<file path="src/rtl/imem_boot_ctrl.sv">
// Boot/run sequencer for the riscV32I core: streams a program into instruction memory
// under core reset, flushes the pipeline, then enables the core for a bounded or stopped run.
module imem_boot_ctrl #(
    parameter int unsigned DEPTH      = 128,
    parameter int unsigned ADDR_W     = 7,
    parameter int unsigned RST_CYCLES = 4
) (
    input  logic              clk,
    input  logic              rst,
    input  logic              start,
    input  logic              stop,
    input  logic [15:0]       run_limit,
    input  logic              s_valid,
    output logic              s_ready,
    input  logic [31:0]       s_data,
    input  logic              s_last,
    output logic [31:0]       inst_data,
    output logic [ADDR_W-1:0] inst_addr,
    output logic              inst_wen,
    output logic              core_rst,
    output logic              core_enb,
    output logic              busy,
    output logic              done,
    output logic              err_overflow,
    output logic [7:0]        word_count,
    output logic [15:0]       cycle_count
);

    localparam int unsigned WC_W = 8;
    localparam int unsigned CC_W = 16;
    localparam int unsigned FL_W = (RST_CYCLES > 1) ? $clog2(RST_CYCLES) : 1;

    typedef enum logic [2:0] {
        ST_IDLE,
        ST_LOAD,
        ST_FLUSH,
        ST_RUN,
        ST_DONE
    } state_t;

    state_t            state, state_nxt;
    logic              s_ready_nxt, inst_wen_nxt, core_rst_nxt, core_enb_nxt;
    logic              busy_nxt, done_nxt, err_nxt;
    logic [31:0]       inst_data_nxt;
    logic [ADDR_W-1:0] inst_addr_nxt;
    logic [WC_W-1:0]   word_count_nxt;
    logic [CC_W-1:0]   cycle_count_nxt, cycle_inc;
    logic [CC_W-1:0]   limit_q, limit_nxt;
    logic [FL_W-1:0]   flush_cnt, flush_cnt_nxt;

    // State and all registered outputs
    always_ff @(posedge clk) begin
        if (rst) begin
            state        <= ST_IDLE;
            s_ready      <= 1'b0;
            inst_data    <= '0;
            inst_addr    <= '0;
            inst_wen     <= 1'b0;
            core_rst     <= 1'b1;
            core_enb     <= 1'b0;
            busy         <= 1'b0;
            done         <= 1'b0;
            err_overflow <= 1'b0;
            word_count   <= '0;
            cycle_count  <= '0;
            limit_q      <= '0;
            flush_cnt    <= '0;
        end else begin
            state        <= state_nxt;
            s_ready      <= s_ready_nxt;
            inst_data    <= inst_data_nxt;
            inst_addr    <= inst_addr_nxt;
            inst_wen     <= inst_wen_nxt;
            core_rst     <= core_rst_nxt;
            core_enb     <= core_enb_nxt;
            busy         <= busy_nxt;
            done         <= done_nxt;
            err_overflow <= err_nxt;
            word_count   <= word_count_nxt;
            cycle_count  <= cycle_count_nxt;
            limit_q      <= limit_nxt;
            flush_cnt    <= flush_cnt_nxt;
        end
    end

    // Next-state and next-output logic
    always_comb begin
        state_nxt       = state;
        s_ready_nxt     = s_ready;
        inst_data_nxt   = inst_data;
        inst_addr_nxt   = inst_addr;
        inst_wen_nxt    = 1'b0;
        core_rst_nxt    = core_rst;
        core_enb_nxt    = core_enb;
        busy_nxt        = busy;
        done_nxt        = done;
        err_nxt         = err_overflow;
        word_count_nxt  = word_count;
        cycle_count_nxt = cycle_count;
        limit_nxt       = limit_q;
        flush_cnt_nxt   = flush_cnt;
        cycle_inc       = (cycle_count == '1) ? cycle_count : cycle_count + CC_W'(1);

        case (state)
            ST_IDLE, ST_DONE: begin
                if (start) begin
                    state_nxt       = ST_LOAD;
                    s_ready_nxt     = 1'b1;
                    core_rst_nxt    = 1'b1;
                    core_enb_nxt    = 1'b0;
                    busy_nxt        = 1'b1;
                    done_nxt        = 1'b0;
                    err_nxt         = 1'b0;
                    word_count_nxt  = '0;
                    cycle_count_nxt = '0;
                    limit_nxt       = run_limit;
                end
            end
            ST_LOAD: begin
                if (s_valid && s_ready) begin
                    inst_wen_nxt   = 1'b1;
                    inst_data_nxt  = s_data;
                    inst_addr_nxt  = ADDR_W'(word_count);
                    word_count_nxt = word_count + WC_W'(1);
                    // Memory full without s_last: truncate instead of wrapping
                    if (s_last || (word_count == WC_W'(DEPTH - 1))) begin
                        state_nxt     = ST_FLUSH;
                        s_ready_nxt   = 1'b0;
                        flush_cnt_nxt = '0;
                        if (!s_last) begin
                            err_nxt = 1'b1;
                        end
                    end
                end
            end
            ST_FLUSH: begin
                if (flush_cnt == FL_W'(RST_CYCLES - 1)) begin
                    state_nxt    = ST_RUN;
                    core_rst_nxt = 1'b0;
                    core_enb_nxt = 1'b1;
                end else begin
                    flush_cnt_nxt = flush_cnt + FL_W'(1);
                end
            end
            ST_RUN: begin
                cycle_count_nxt = cycle_inc;
                if (stop || ((limit_q != '0) && (cycle_inc == limit_q))) begin
                    state_nxt    = ST_DONE;
                    core_enb_nxt = 1'b0;
                    busy_nxt     = 1'b0;
                    done_nxt     = 1'b1;
                end
            end
            default: state_nxt = ST_IDLE;
        endcase
    end

endmodule

</file>
<file path="config.mk">
export PLATFORM = sky130hd
export DESIGN_NAME = imem_boot_ctrl
export DESIGN_NICKNAME = d
export VERILOG_FILES = /design/src/rtl/imem_boot_ctrl.sv
export SDC_FILE = /design/constraint.sdc
export NUM_CORES = 1
export LEC_CHECK = 0
export CORE_UTILIZATION = 40
export DETAILED_ROUTE_END_ITERATION = 7
export PLACE_DENSITY = 0.69
export SETUP_SLACK_MARGIN = 0.3
export SLEW_MARGIN = 20
export SYNTH_ARGS = -nofsm -noshare
export SYNTH_HDL_FRONTEND = slang
export SYNTH_SLANG_ARGS = --single-unit
</file>
<file path="constraint.sdc">
create_clock -name clk -period 5.2 [get_ports clk]
set_input_delay 1.56 -clock clk [delete_from_list [all_inputs] [get_ports clk]]
set_output_delay 1.56 -clock clk [all_outputs]
set_load 0.01 [all_outputs]
</file>
==> impl_metrics.env <==
export IMPL_slew_headroom=0.495
export IMPL_pin_count=124
export IMPL_period_share=0.647
export IMPL_gp_congestion=0.910
export IMPL_clk_path_buf_depth=2
export IMPL_cts_tree="built"
export IMPL_viasPerCell=5.49
export IMPL_run_status="complete, no violations"
export IMPL_die_w_um=106
export IMPL_htreeDepth=3
export IMPL_antenna_found_initial=0
export IMPL_post_cts_buffers=0
export IMPL_grt_max_degree=66
export IMPL_clock_skew_ns=0.0108
export IMPL_place_area_sq_mm=0.00561
export IMPL_avgSynthCellArea_sq_um=7.71
export IMPL_rrSetupSlack_ns=1.93
export IMPL_seq_area_frac_synth=0.419
export IMPL_layout_nets=720
export IMPL_swShare=0.309
export IMPL_yosysWarnings=0
export IMPL_cts_resized_gates=0
export IMPL_r2r_start="cycle_count[0]$_SDFFE_PP0P_"
export IMPL_cts_sinks=91
export IMPL_p_clk_frac=0.310
export IMPL_post_place_ws_ns=1.49
export IMPL_synth_edf_count=0
export IMPL_clkTransAtPathRegs_ns=0.09
export IMPL_wire_per_inst_um=15.4
export IMPL_diodes=0
export IMPL_clk_insertion_delay_late_ns=0.35
export IMPL_worstHoldPathType="reg2reg"
export IMPL_synthCells=564
export IMPL_p_int_w=0.00122
export IMPL_leakage_nw=2.01
export IMPL_drive_gt1_frac=0.0509
export IMPL_route_vias_total=4414
export IMPL_cts_root_buf="clkbuf_8"
export IMPL_routed_top_layer="met4"
export IMPL_crit_arrival_ns=3.61
export IMPL_setup_ws_ns=1.83
export IMPL_io_buffers=123
export IMPL_ir_drop_v=0.000168
export IMPL_hold_viol_final=0
export IMPL_max_cap_violations=0
export IMPL_holdBufCountCts=0
export IMPL_dieArea_sq_mm=0.0113
export IMPL_dp_hpwl_mm=8.90
export IMPL_setup_worst_path_start_class="input port"
export IMPL_drt_iter0_markers=231
export IMPL_worst_pin_slew_ns=0.755
export IMPL_syn_area_sq_mm=0.00435
export IMPL_cts_buffers=9
export IMPL_first_pass_iters=5
export IMPL_worstPathRequired_ns=5.45
export IMPL_crit_path_start="start"
export IMPL_pwr_share_seq=0.461
export IMPL_ys_flop_type="dfxtp_1"
export IMPL_crit_type="in2reg"
export IMPL_grt_usage=0.224
export IMPL_die_h_um=106
export IMPL_min_period_ns=3.37
export IMPL_setup_viol=0
export IMPL_grt_overflow_total=0
export IMPL_max_freq_mhz=297
export IMPL_yosysUniqueCellTypes=54
export IMPL_remaining_drc_errors=0
export IMPL_critical_path_endpoint_type="flip-flop"
export IMPL_r2r_cells=8
export IMPL_synthArstFlopShare=0
export IMPL_power_density_mw_per_mm2=303
export IMPL_p_sw_w=0.000547
export IMPL_cp_max_fo=20
export IMPL_start_util=0.418
export IMPL_rows=37
export IMPL_wl_met1_mm=5.28
export IMPL_endpoint="cycle_count[13]$_SDFFE_PP0P_"
export IMPL_hold_ws_ns=0.456
export IMPL_fin_util=0.561
export IMPL_met2_length_mm=5.92
export IMPL_final_common_cell="nand2_1"
export IMPL_grt_first_pass_wirelength_mm=20.3
export IMPL_core_area_sq_mm=0.0104
export IMPL_grt_pass1_vias=4176
export IMPL_wirelength_mm=12.4
export IMPL_setup_tns_ns=0
export IMPL_stdcell_area_sq_mm=0.00585
export IMPL_comb_power_share=0.229
export IMPL_route_met3_wl_um=993
export IMPL_r2r_end="state[1]$_SDFFE_PP0P_"
export IMPL_antenna_left=0
export IMPL_rsz0062_at_grt="no"
export IMPL_ys_seq_elements=91
export IMPL_maxSlewViolCount=0
export IMPL_area_growth_pct=34.4
export IMPL_synth_nets=621
export IMPL_final_cell_mix="nand2_1, clkdlybuf4s50_1, dfxtp_1"
-- synthesized netlist by cell type, types with 3 or more instances --
cell | number | area share
buf_2 | 3 | 0.0035
a211oi_1 | 4 | 0.0069
nand3_1 | 21 | 0.024
nand2_1 | 134 | 0.12
nor2_1 | 34 | 0.029
nand4_1 | 7 | 0.010
mux2i_1 | 3 | 0.0069
a22oi_1 | 3 | 0.0052
xor2_1 | 11 | 0.022
and4_1 | 3 | 0.0060
inv_1 | 10 | 0.0086
a21o_1 | 5 | 0.0086
a31oi_1 | 4 | 0.0058
nor3_1 | 14 | 0.016
ha_1 | 3 | 0.0086
a21oi_1 | 79 | 0.091
or4_1 | 3 | 0.0052
nor4_1 | 13 | 0.019
and3_1 | 6 | 0.0086
nand2b_1 | 6 | 0.0086
xnor2_1 | 14 | 0.028
o21ai_0 | 18 | 0.021
a311oi_1 | 5 | 0.010
dfxtp_1 | 91 | 0.42
clkbuf_1 | 33 | 0.028
nor3b_1 | 3 | 0.0052
-- cell type report --
cell class                      count  area (sq um)
Fill cell                         993          4570
Timing Repair Buffer              127          1260
Clock buffer                       10           138
Inverter                           10          37.5
Sequential cell                    91          1820
Clock inverter                      6          93.8
Tap cell                          136           170
Multi-Input combinational cell    424          2330
-- critical path: stages --
cell and delay, ns:
clkdlybuf4s50_1 0.44, nand2b_1 0.18, nand2b_1 0.59, nand2_1 0.49, a311oi_1 0.35
-- registers in the layout, summed over array words and instances (netlist names), 2 cells and up --
signal	cells
flush_cnt	2
word_count	8
state	3
cycle_count	16
limit_q	16
inst_addr	7
inst_data	32
-- metrics by stage --
| stage | power (W) | cells |
|---|---|---|
| after CTS | 0.00178 | 804 |
| after global routing | 0.00187 | 804 |
| final | 0.00177 | 804 |
| after floorplan | 0.00107 | 564 |
| after detailed placement | 0.00124 | 788 |
| after global placement | 0.00122 | 788 |
-- worst min path at each step --
stage	startpoint	end	slack, ns	cells after the start
after global placement	inst_data[29]$_SDFFE_PP0P_	inst_data[29]$_SDFFE_PP0P_	0.44	2
after floorplan	limit_q[2]$_SDFFE_PP0P_	limit_q[2]$_SDFFE_PP0P_	0.46	2
after CTS	inst_data[24]$_SDFFE_PP0P_	inst_data[24]$_SDFFE_PP0P_	0.46	2
after detailed placement	inst_data[15]$_SDFFE_PP0P_	inst_data[15]$_SDFFE_PP0P_	0.45	2
after global routing	inst_data[17]$_SDFFE_PP0P_	inst_data[17]$_SDFFE_PP0P_	0.48	2
final	inst_data[17]$_SDFFE_PP0P_	inst_data[17]$_SDFFE_PP0P_	0.46	2
-- kinds of logic (layout without fill, tap and decap cells) --
group | Yosys count | after routing | share of synthesized area
adder cells (fa/ha/maj) | 3 | 3 | 0.00863
multiplexers | 4 | 4 | 0.00949
XOR/XNOR | 25 | 25 | 0.0503
AND/OR/NAND/NOR | 260 | 260 | 0.289
flip-flops | 91 | 91 | 0.419
AO/OA/AOI/OAI | 132 | 132 | 0.177
buffers and inverters | 49 | 153 | 0.0460
-- routing by layer --
layer	track usage	vias to the layer above
met4	0.0655	0
met1	0.283	2073
met3	0.0619	13
met2	0.372	153
li1	-	2175
met5	0	-
-- power groups by stage --
stage               Clock (W)  Sequential [W]  Combinational (W)
floorplan                   0        0.000814           0.000259
global placement            0        0.000828           0.000394
detailed placement          0        0.000830           0.000406
CTS                  0.000561        0.000814           0.000408
global route         0.000590        0.000824           0.000453
finish               0.000549        0.000816           0.000406
Note: power is estimated with default switching activity, not from simulation.
